## config.mk

```make
export PLATFORM = sky130hd
export DESIGN_NAME = core
export DESIGN_NICKNAME = d
export VERILOG_FILES = /design/src/rtl/core.sv
export SDC_FILE = /design/constraint.sdc
export NUM_CORES = 1
export LEC_CHECK = 0
export ABC_CLOCK_PERIOD_IN_PS = 7200
export CAP_MARGIN = 10
export CORE_UTILIZATION = 60
export CTS_CLUSTER_SIZE = 8
export DETAILED_ROUTE_END_ITERATION = 8
export GPL_ROUTABILITY_DRIVEN = 0
export PLACE_DENSITY = 0.81
export SLEW_MARGIN = 5
export SYNTH_ARGS = -nofsm -noshare
export SYNTH_HDL_FRONTEND = slang
export SYNTH_SLANG_ARGS = --single-unit
```

## constraint.sdc

```tcl
create_clock -name clk -period 7.2 [get_ports clk]
set_input_delay 1.44 -clock clk [delete_from_list [all_inputs] [get_ports clk]]
set_output_delay 1.44 -clock clk [all_outputs]
set_load 0.005 [all_outputs]
```

## src/rtl/core.sv

```systemverilog
`default_nettype none
// +----------------------------------------------------------------------------+
// | Module   : core                                                            |
// | Purpose  : Single-issue 16-bit CPU core, one instruction committed per     |
// |            cycle. Fetch and load data arrive combinationally from a shared |
// |            memory. An external arbiter can freeze the core for a few       |
// |            cycles after a commit through stall_num.                        |
// | Revision : 1.0  initial release                                            |
// +----------------------------------------------------------------------------+
// | Ports                                                                      |
// |   clk          rising-edge clock                                           |
// |   rst_n        synchronous active-low reset                                |
// |   halt         sticky, set by an undefined opcode / sub-field              |
// |   pc_passed    start byte address loaded into pc on reset ([15:0] used)    |
// |   stall_num    idle cycles inserted after the current commit               |
// |   pc           byte address of the current instruction                     |
// |   rdata0       instruction word at pc                                      |
// |   raddr1       {load active, load word address}                            |
// |   rdata1       load data ([15:0] used)                                     |
// |   wen/waddr/wdata  store strobe, word address and data                     |
// |   pauseResume  {valid, run, target} request to the arbiter                 |
// |   debug        trace enable, only meaningful with CORE_TRACE_EN            |
// +----------------------------------------------------------------------------+
// | Build option: define CORE_TRACE_EN to $display each commit when debug = 1. |
// +----------------------------------------------------------------------------+
module core #(
  parameter int RESET_PC_W = 17
) (
  input  logic                  clk,
  input  logic                  rst_n,
  output logic                  halt,
  input  logic [RESET_PC_W-1:0] pc_passed,
  input  logic [2:0]            stall_num,
  output logic [15:0]           pc,
  input  logic [15:0]           rdata0,
  output logic [16:1]           raddr1,
  input  logic [16:0]           rdata1,
  output logic                  wen,
  output logic [15:1]           waddr,
  output logic [15:0]           wdata,
  output logic [2:0]            pauseResume,
  input  logic                  debug
);

  localparam logic [3:0] c_OP_SUB  = 4'b0000;
  localparam logic [3:0] c_OP_PR   = 4'b0001;
  localparam logic [3:0] c_OP_MOVL = 4'b1000;
  localparam logic [3:0] c_OP_MOVH = 4'b1001;
  localparam logic [3:0] c_OP_JMP  = 4'b1110;
  localparam logic [3:0] c_OP_MEM  = 4'b1111;

  logic [15:0] r_pc;
  logic        r_halt;
  logic [2:0]  r_idle;
  logic [15:0] r_regs [16];

  // Instruction fields
  logic [3:0]  w_op, w_ra, w_rb, w_rt;
  logic [7:0]  w_imm8;
  assign w_op   = rdata0[15:12];
  assign w_ra   = rdata0[11:8];
  assign w_rb   = rdata0[7:4];
  assign w_rt   = rdata0[3:0];
  assign w_imm8 = rdata0[11:4];

  // Register reads; r0 is hard-wired to zero regardless of storage contents
  logic [15:0] w_a, w_b, w_t;
  assign w_a = (w_ra == 4'd0) ? 16'd0 : r_regs[w_ra];
  assign w_b = (w_rb == 4'd0) ? 16'd0 : r_regs[w_rb];
  assign w_t = (w_rt == 4'd0) ? 16'd0 : r_regs[w_rt];

  // Decode
  logic        w_we, w_undef, w_wen, w_ld, w_taken;
  logic [15:0] w_wval, w_npc;
  logic [2:0]  w_pr;

  always_comb begin
    w_we    = 1'b0;
    w_wval  = 16'd0;
    w_npc   = r_pc + 16'd2;
    w_undef = 1'b0;
    w_wen   = 1'b0;
    w_ld    = 1'b0;
    w_pr    = 3'b000;
    w_taken = 1'b0;
    case (w_op)
      c_OP_SUB: begin
        w_we   = 1'b1;
        w_wval = w_a - w_b;
      end
      c_OP_MOVL: begin
        w_we   = 1'b1;
        w_wval = {{8{w_imm8[7]}}, w_imm8};
      end
      c_OP_MOVH: begin
        w_we   = 1'b1;
        w_wval = {w_imm8, w_t[7:0]};
      end
      c_OP_JMP: begin
        case (w_rb)
          4'd0:    w_taken = (w_a == 16'd0);
          4'd1:    w_taken = (w_a != 16'd0);
          4'd2:    w_taken = w_a[15];
          4'd3:    w_taken = ~w_a[15];
          default: w_undef = 1'b1;
        endcase
        if (w_taken) begin
          w_npc = {w_t[15:1], 1'b0};
        end
      end
      c_OP_MEM: begin
        case (w_rb)
          4'd0: begin
            w_ld   = 1'b1;
            w_we   = 1'b1;
            w_wval = rdata1[15:0];
          end
          4'd1:    w_wen = 1'b1;
          default: w_undef = 1'b1;
        endcase
      end
      c_OP_PR: w_pr = {1'b1, w_rt[1], w_rt[0]};
      default: w_undef = 1'b1;
    endcase
  end

  // The core presents an instruction only when out of reset, not halted and
  // not serving an idle window; stall_num deliberately plays no part here.
  logic w_active;
  logic w_commit;
  assign w_active = rst_n & ~r_halt & (r_idle == 3'd0);
  assign w_commit = w_active & ~w_undef;

  assign pc          = r_pc;
  assign halt        = r_halt;
  assign wen         = w_active & w_wen;
  assign waddr       = (w_active & w_wen) ? w_a[15:1] : 15'd0;
  assign wdata       = (w_active & w_wen) ? w_t : 16'd0;
  assign raddr1      = (w_active & w_ld) ? {1'b1, w_a[15:1]} : 16'd0;
  assign pauseResume = w_active ? w_pr : 3'b000;

  always_ff @(posedge clk) begin
    if (!rst_n) begin
      r_pc   <= pc_passed[15:0];
      r_halt <= 1'b0;
      r_idle <= 3'd0;
      for (int i = 0; i < 16; i++) begin
        r_regs[i] <= 16'd0;
      end
    end else if (r_halt) begin
      // frozen until reset
    end else if (r_idle != 3'd0) begin
      r_idle <= r_idle - 3'd1;
    end else if (w_undef) begin
      r_halt <= 1'b1;
    end else begin
      if (w_we && (w_rt != 4'd0)) begin
        r_regs[w_rt] <= w_wval;
      end
      r_pc   <= w_npc;
      r_idle <= stall_num;
    end
  end

`ifdef CORE_TRACE_EN
  always_ff @(posedge clk) begin
    if (w_commit && debug) begin
      if (w_we && (w_rt != 4'd0))
        $display("core trace: pc=%04h insn=%04h r%0d=%04h", r_pc, rdata0, w_rt, w_wval);
      else
        $display("core trace: pc=%04h insn=%04h", r_pc, rdata0);
    end
  end
`else
  logic w_unused_debug;
  assign w_unused_debug = debug ^ w_commit;
`endif

  // Upper bits of the wide inputs carry no meaning for this core
  logic w_unused_bits;
  assign w_unused_bits = ^{rdata1[16], pc_passed[RESET_PC_W-1:16]};

endmodule
`default_nettype wire

```

== Word-level counts from Yosys, hierarchy flattened ==
Memory sizes are Yosys's and may differ from the RTL's.
Cells that the tools add are included.

* Register bits: 20
* Bits in writable memories: 256
* Input port bits: 56
* Output and inout port bits: 68
* Memories kept: 1

{| class="wikitable"
|+ Memories
! name !! depth !! bits a word !! rd ports !! clocked after Yosys merged registers in !! write ports !! RTL line !! source
|-
| r_regs || 16 || 16 || 3 || 0 || 16 || 55 || <nowiki>logic [15:0] r_regs [16];</nowiki>
|}

* $add $sub $neg: 3
* Equal/unequal tests: 12
* Muxes and demuxes: 41
* Bitwise logic cells: 6
* Reduce and logical (&&, ||, !) cells: 17

{| class="wikitable"
|+ Operator list
! operator !! count
|-
| two-way mux 16 bit || 13
|-
| one-hot mux 16 bit (4 select lines) || 1
|-
| two-way mux 1 bit || 18
|-
| adder 16 x 2 -> 16 bit (second input constant) || 1
|-
| == test 4 bit (second input constant) || 4
|-
| logical NOT 16 bit || 1
|-
| logical NOT 4 bit || 4
|-
| nonzero test 16 bit || 1
|-
| OR reduction 16 bit || 1
|-
| subtractor 16 bit || 1
|-
| two-way mux 15 bit || 1
|-
| two-way mux 3 bit || 4
|-
| == test 4 x 1 -> 1 bit (second input constant) || 2
|-
| == test 4 x 2 -> 1 bit (second input constant) || 2
|-
| OR reduction 4 bit || 2
|-
| != test 2 bit (second input constant) || 3
|-
| bitwise AND 1 bit || 4
|-
| two-way mux 4 bit || 1
|-
| one-hot mux 1 bit (4 select lines) || 1
|-
| nonzero test 4 bit || 1
|-
| logical NOT 3 bit || 1
|-
| one-hot mux 1 bit (3 select lines) || 1
|-
| AND reduction 3 bit || 1
|-
| nonzero test 3 bit || 1
|-
| other kinds (8) || 9
|}

== Depth between registers and ports, before layout ==
* Depth after elaboration: 12
* Gate-level depth with buffers: 20
* Gate-level depth less buffers: 15

== Least setup slack after synthesis ==
No wires, ideal clock.

* Path type: input port to flip-flop
* From: input port rdata0[4]
* To: memory r_regs[11][14] (data pin)
* Library setup time: 266 ps
* Arrival: 5,964 ps
* Slack: 971 ps
* Cell stages on the path: 20
* Path through: clkbuf_1 > buf_2 > buf_1 > buf_1 > mux2i_1 > a21oi_1 > mux4_2 > inv_1 > ha_1 > nor2b_1 > o21ai_0 > a21boi_0 > o21ai_0 > a21boi_0 > o21ai_0 > a31oi_1 > or3_1 > a31oi_1 > clkbuf_1 > nor2_1

{| class="wikitable"
|+ RTL lines
! what !! RTL line !! source
|-
| start, declared || 35 || <nowiki>input logic [15:0] rdata0,</nowiki>
|-
| end, declared || 55 ||
|}

==> metrics.md <==
| Metric | Value |
|---|---|
| Clock sinks | 276 |
| Seq/Total Area, Yosys | 47.60% |
| CTS tree | built |
| Clk Latency, worst-skew pair | 550 ps |
| DRT iter0 DRCs | 2278 |
| Setup TNS | 0 ps |
| Gr usage total | 39.20% |
| H-tree lvl count | 2 |
| Die Span Y | 171.9 µm |
| Die footprint | 29560 µm² |
| CP startpoint kind | input port |
| Tightest Pin Transition | 1112 ps |
| Total number of vias | 13830 |
| # resized after CTS | 0 |
| Mapped cell area | 17330 µm² |
| Largest net degree at the start of global routing | 63 |
| Critical path class | in2reg |
| Max_cap viols | 0 |
| # rows | 61 |
| Die Width | 171.9 µm |
| Post-synth top cells | 324 x nor2_1, 272 x edfxtp_1, 189 x mux4_2 |
| Pwr dens | 226.3 nW/µm² |
| Number of enable flip-flop cells after synthesis | 272 |
| Share of post-route cells with drive strength above 1 | 22.24% |
| Average wire per standard cell | 30.63 µm |
| Port buffer count | 120 |
| Global route total overflow | 0 |
| Lkg Pwr | 6.947 nW |
| Cells along the critical path | clkdlybuf4s50_1 -> clkinv_1 -> buf_4 -> nor2_1 -> o32a_1 -> inv_1 -> ha_1 -> o21ai_0 -> a21boi_0 -> o21ai_0 -> a21boi_0 -> o21ai_0 -> a31oi_1 -> or3_1 -> a31oi_1 -> buf_4 -> nor2_1 |
| Failing checks | design-rule violations |
| Internal power | 3.293 mW |
| Synth unique cells | 55 |
| Met1 Use GR | 49.94% |
| Number of global-route vias before repair | 13366 |
| Crit-path max FO | 16 |
| Setup violations, final | 0 |
| Design Power | 4.553 mW |
| Clk_skew | 27.62 ps |
| Cell with the largest stage delay on the worst path | clkdlybuf4s50_1 |
| Status | complete, but fails checks |
| Post-synth top area share | 47.14% |
| Placeable Area | 28090 µm² |
| Arrival time at the worst endpoint | 6800 ps |
| Area growth syn-to-layout | 16.10% |
| Cts hold-fix bufs | 0 |
| Clock share of power | 38.4% |
| Combinational power share | 19.4% |
| Top FF cell, synth | edfxtp_1 |
| Met3 Track Usage GR | 12.09% |
| Crit-path max cell delay | 1090 ps |
| CTS buffer count | 40 |
| Top delay family on crit path | buffers and inverters |
| Buffers & Inverters on Critical Path | 5 |
| Period utilization | 90.85% |
| # DRC | 2 |
| CTS root buffer | clkbuf_16 |
| GR Util met2 | 61.96% |
| Vias/cell | 7.447 |
| RSZ-0062 raised after global routing | false |
| Post-CTS setup buffer count | 0 |
| Initial antenna violation count | 3 |
| Largest area contributor in the netlist | edfxtp_1 |
| R2R depth | 15 |
| Post-synth ARST share | 0% |
| Final ANT Viol Nets | 0 |
| Relative slew slack | 25.20% |
| Worst-case vdd ir drop | 0.1611 mV |
| Final worst path period need | 6541 ps |
| Post-Syn Area per Cell | 12.76 µm² |
| Post-Syn Instances | 1358 |
| Max Freq | 152.9 MHz |
| Worst path depth | 17 |
| Sw Pwr | 1.260 mW |
| Sw frac | 27.67% |
| CTS clock-pin slew for the worst setup and hold paths | 50 ps |
| DR pass1 iterations | 9 |
| Yosys warns | 0 |
| Setup crit end kind | register |
| Top post-synthesis cells by area | edfxtp_1 47%, mux4_2 25%, nor2_1 7.0%, mux2_2 1.9%, clkbuf_1 1.8% |
| DP HPWL | 37560 µm |
| Nets | 1542 |
| Most frequent CP cell | o21ai_0 |
| Worst Path Required | 7450 ps |
| Detailed Route WL | 56870 µm |
| First-pass GRT wire length | 83030 µm |
| GR peak layer | met2 |
| Final hold viol count | 0 |
| Io pins | 124 |
| Hold Path Depth | 2 |
| Buffer depth of the longest clock path | 3 |
| #FFs+latches synth | 276 |
| Leading cell type by number of instances after synthesis | nor2_1 |
| Flop pwr share | 42.3% |
| Starting Density | 61.69% |
| Worst hold path class | reg2reg |
| Final Slew Violations | 0 |
==> kinds of logic after synthesis <==
group / count (synthesis) / share of synthesized area [%]
adders and majority gates: 20 / 1.488
and+or+nand+nor: 476 / 11.63
buffers and inverters: 156 / 3.733
muxes: 239 / 27.67
xor gates and xnor gates: 24 / 1.213
AOI/OAI and AO/OA: 166 / 6.644
other: 1 / 0.02164
DFF: 276 / 47.60
==> through the flow <==
stage | area, µm² | hold slack (ps) | std cells | utilization, % | setup WS [ps]
2_1_floorplan | 17380 | 509.2 | 1373 | - | 970.5
3_3_place_gp | 18980 | 529.6 | 1802 | 67.57 | 673.6
3_5_place_dp | 18980 | 540.0 | 1802 | 67.57 | 592.0
4_1_cts | 20110 | 545.8 | 1853 | 71.59 | 1062
5_1_grt | 20110 | 595.9 | 1853 | 71.59 | 642.2
6_report | 20120 | 539.8 | 1857 | 71.62 | 658.5
==> final timing paths <==
path / start / endpoint / slack, ps
worst min register to register: r_idle[0] / r_idle[0] / 540
worst min-delay path: r_idle[0] / r_idle[0] / 540
worst max register to register: r_regs[15][0] / r_regs[5][14] / 2410
worst max-delay path: rdata0[10] / r_regs[5][14] / 660
==> flip-flops by register name, indices dropped and copies added, names as in the netlist <==
signal / count
r_regs: 256
pc: 16
r_idle: 3
halt: 1
==> placed cells by master (no fill, tap or decap), types with 19 or more instances in the layout <==
master	instances
a21oi_1	56
buf_4	51
clkbuf_16	41
clkdlybuf4s50_1	114
edfxtp_1	272
ha_1	19
inv_1	35
mux2_2	30
mux2i_1	20
mux4_2	189
nand2_1	64
nor2_1	324
nor2b_1	19
==> per-layer routing <==
layer / up-vias / part of all wire, %
met5: - / 0.18
met4: 4 / 5.0
met3: 252 / 16
met2: 1438 / 47
met1: 6707 / 33
li1: 5429 / -
==> worst reg2reg max path: stages (launching register included) <==
cell and delay, ps:
edfxtp_1 410, mux4_2 540, mux4_2 540, ha_1 250
fa_1 460, nor2b_1 160, o21ai_0 120, a21boi_0 280
o21ai_0 200, a21boi_0 350, o21ai_0 170, a31oi_1 230
o21ai_0 120, a31oi_1 310, buf_4 290, nor2_1 80
==> power by group through the flow <==
| stage | Sequential [mW] | Combinational (mW) | Clock, mW |
|---|---|---|---|
| after CTS | 1.92 | 0.852 | 1.74 |
| after detailed placement | 1.95 | 0.839 | 0 |
| after global placement | 1.94 | 0.816 | 0 |
| after floorplan | 1.93 | 0.562 | 0 |
| final | 1.92 | 0.883 | 1.75 |
| after global routing | 1.93 | 0.919 | 1.80 |
==> layout make-up <==
cell class | instances | area [µm²]
Clock buffer | 48 | 1052
Clock inverter | 3 | 76.32
Inverter | 36 | 135.1
Sequential cell | 276 | 8248
Antenna cell | 4 | 10.01
Timing Repair Buffer | 171 | 1614
Multi-Input combinational cell | 941 | 8508
Fill cell | 1788 | 7970
Tap cell | 378 | 473.0
Power figures use the tool's default switching activity.
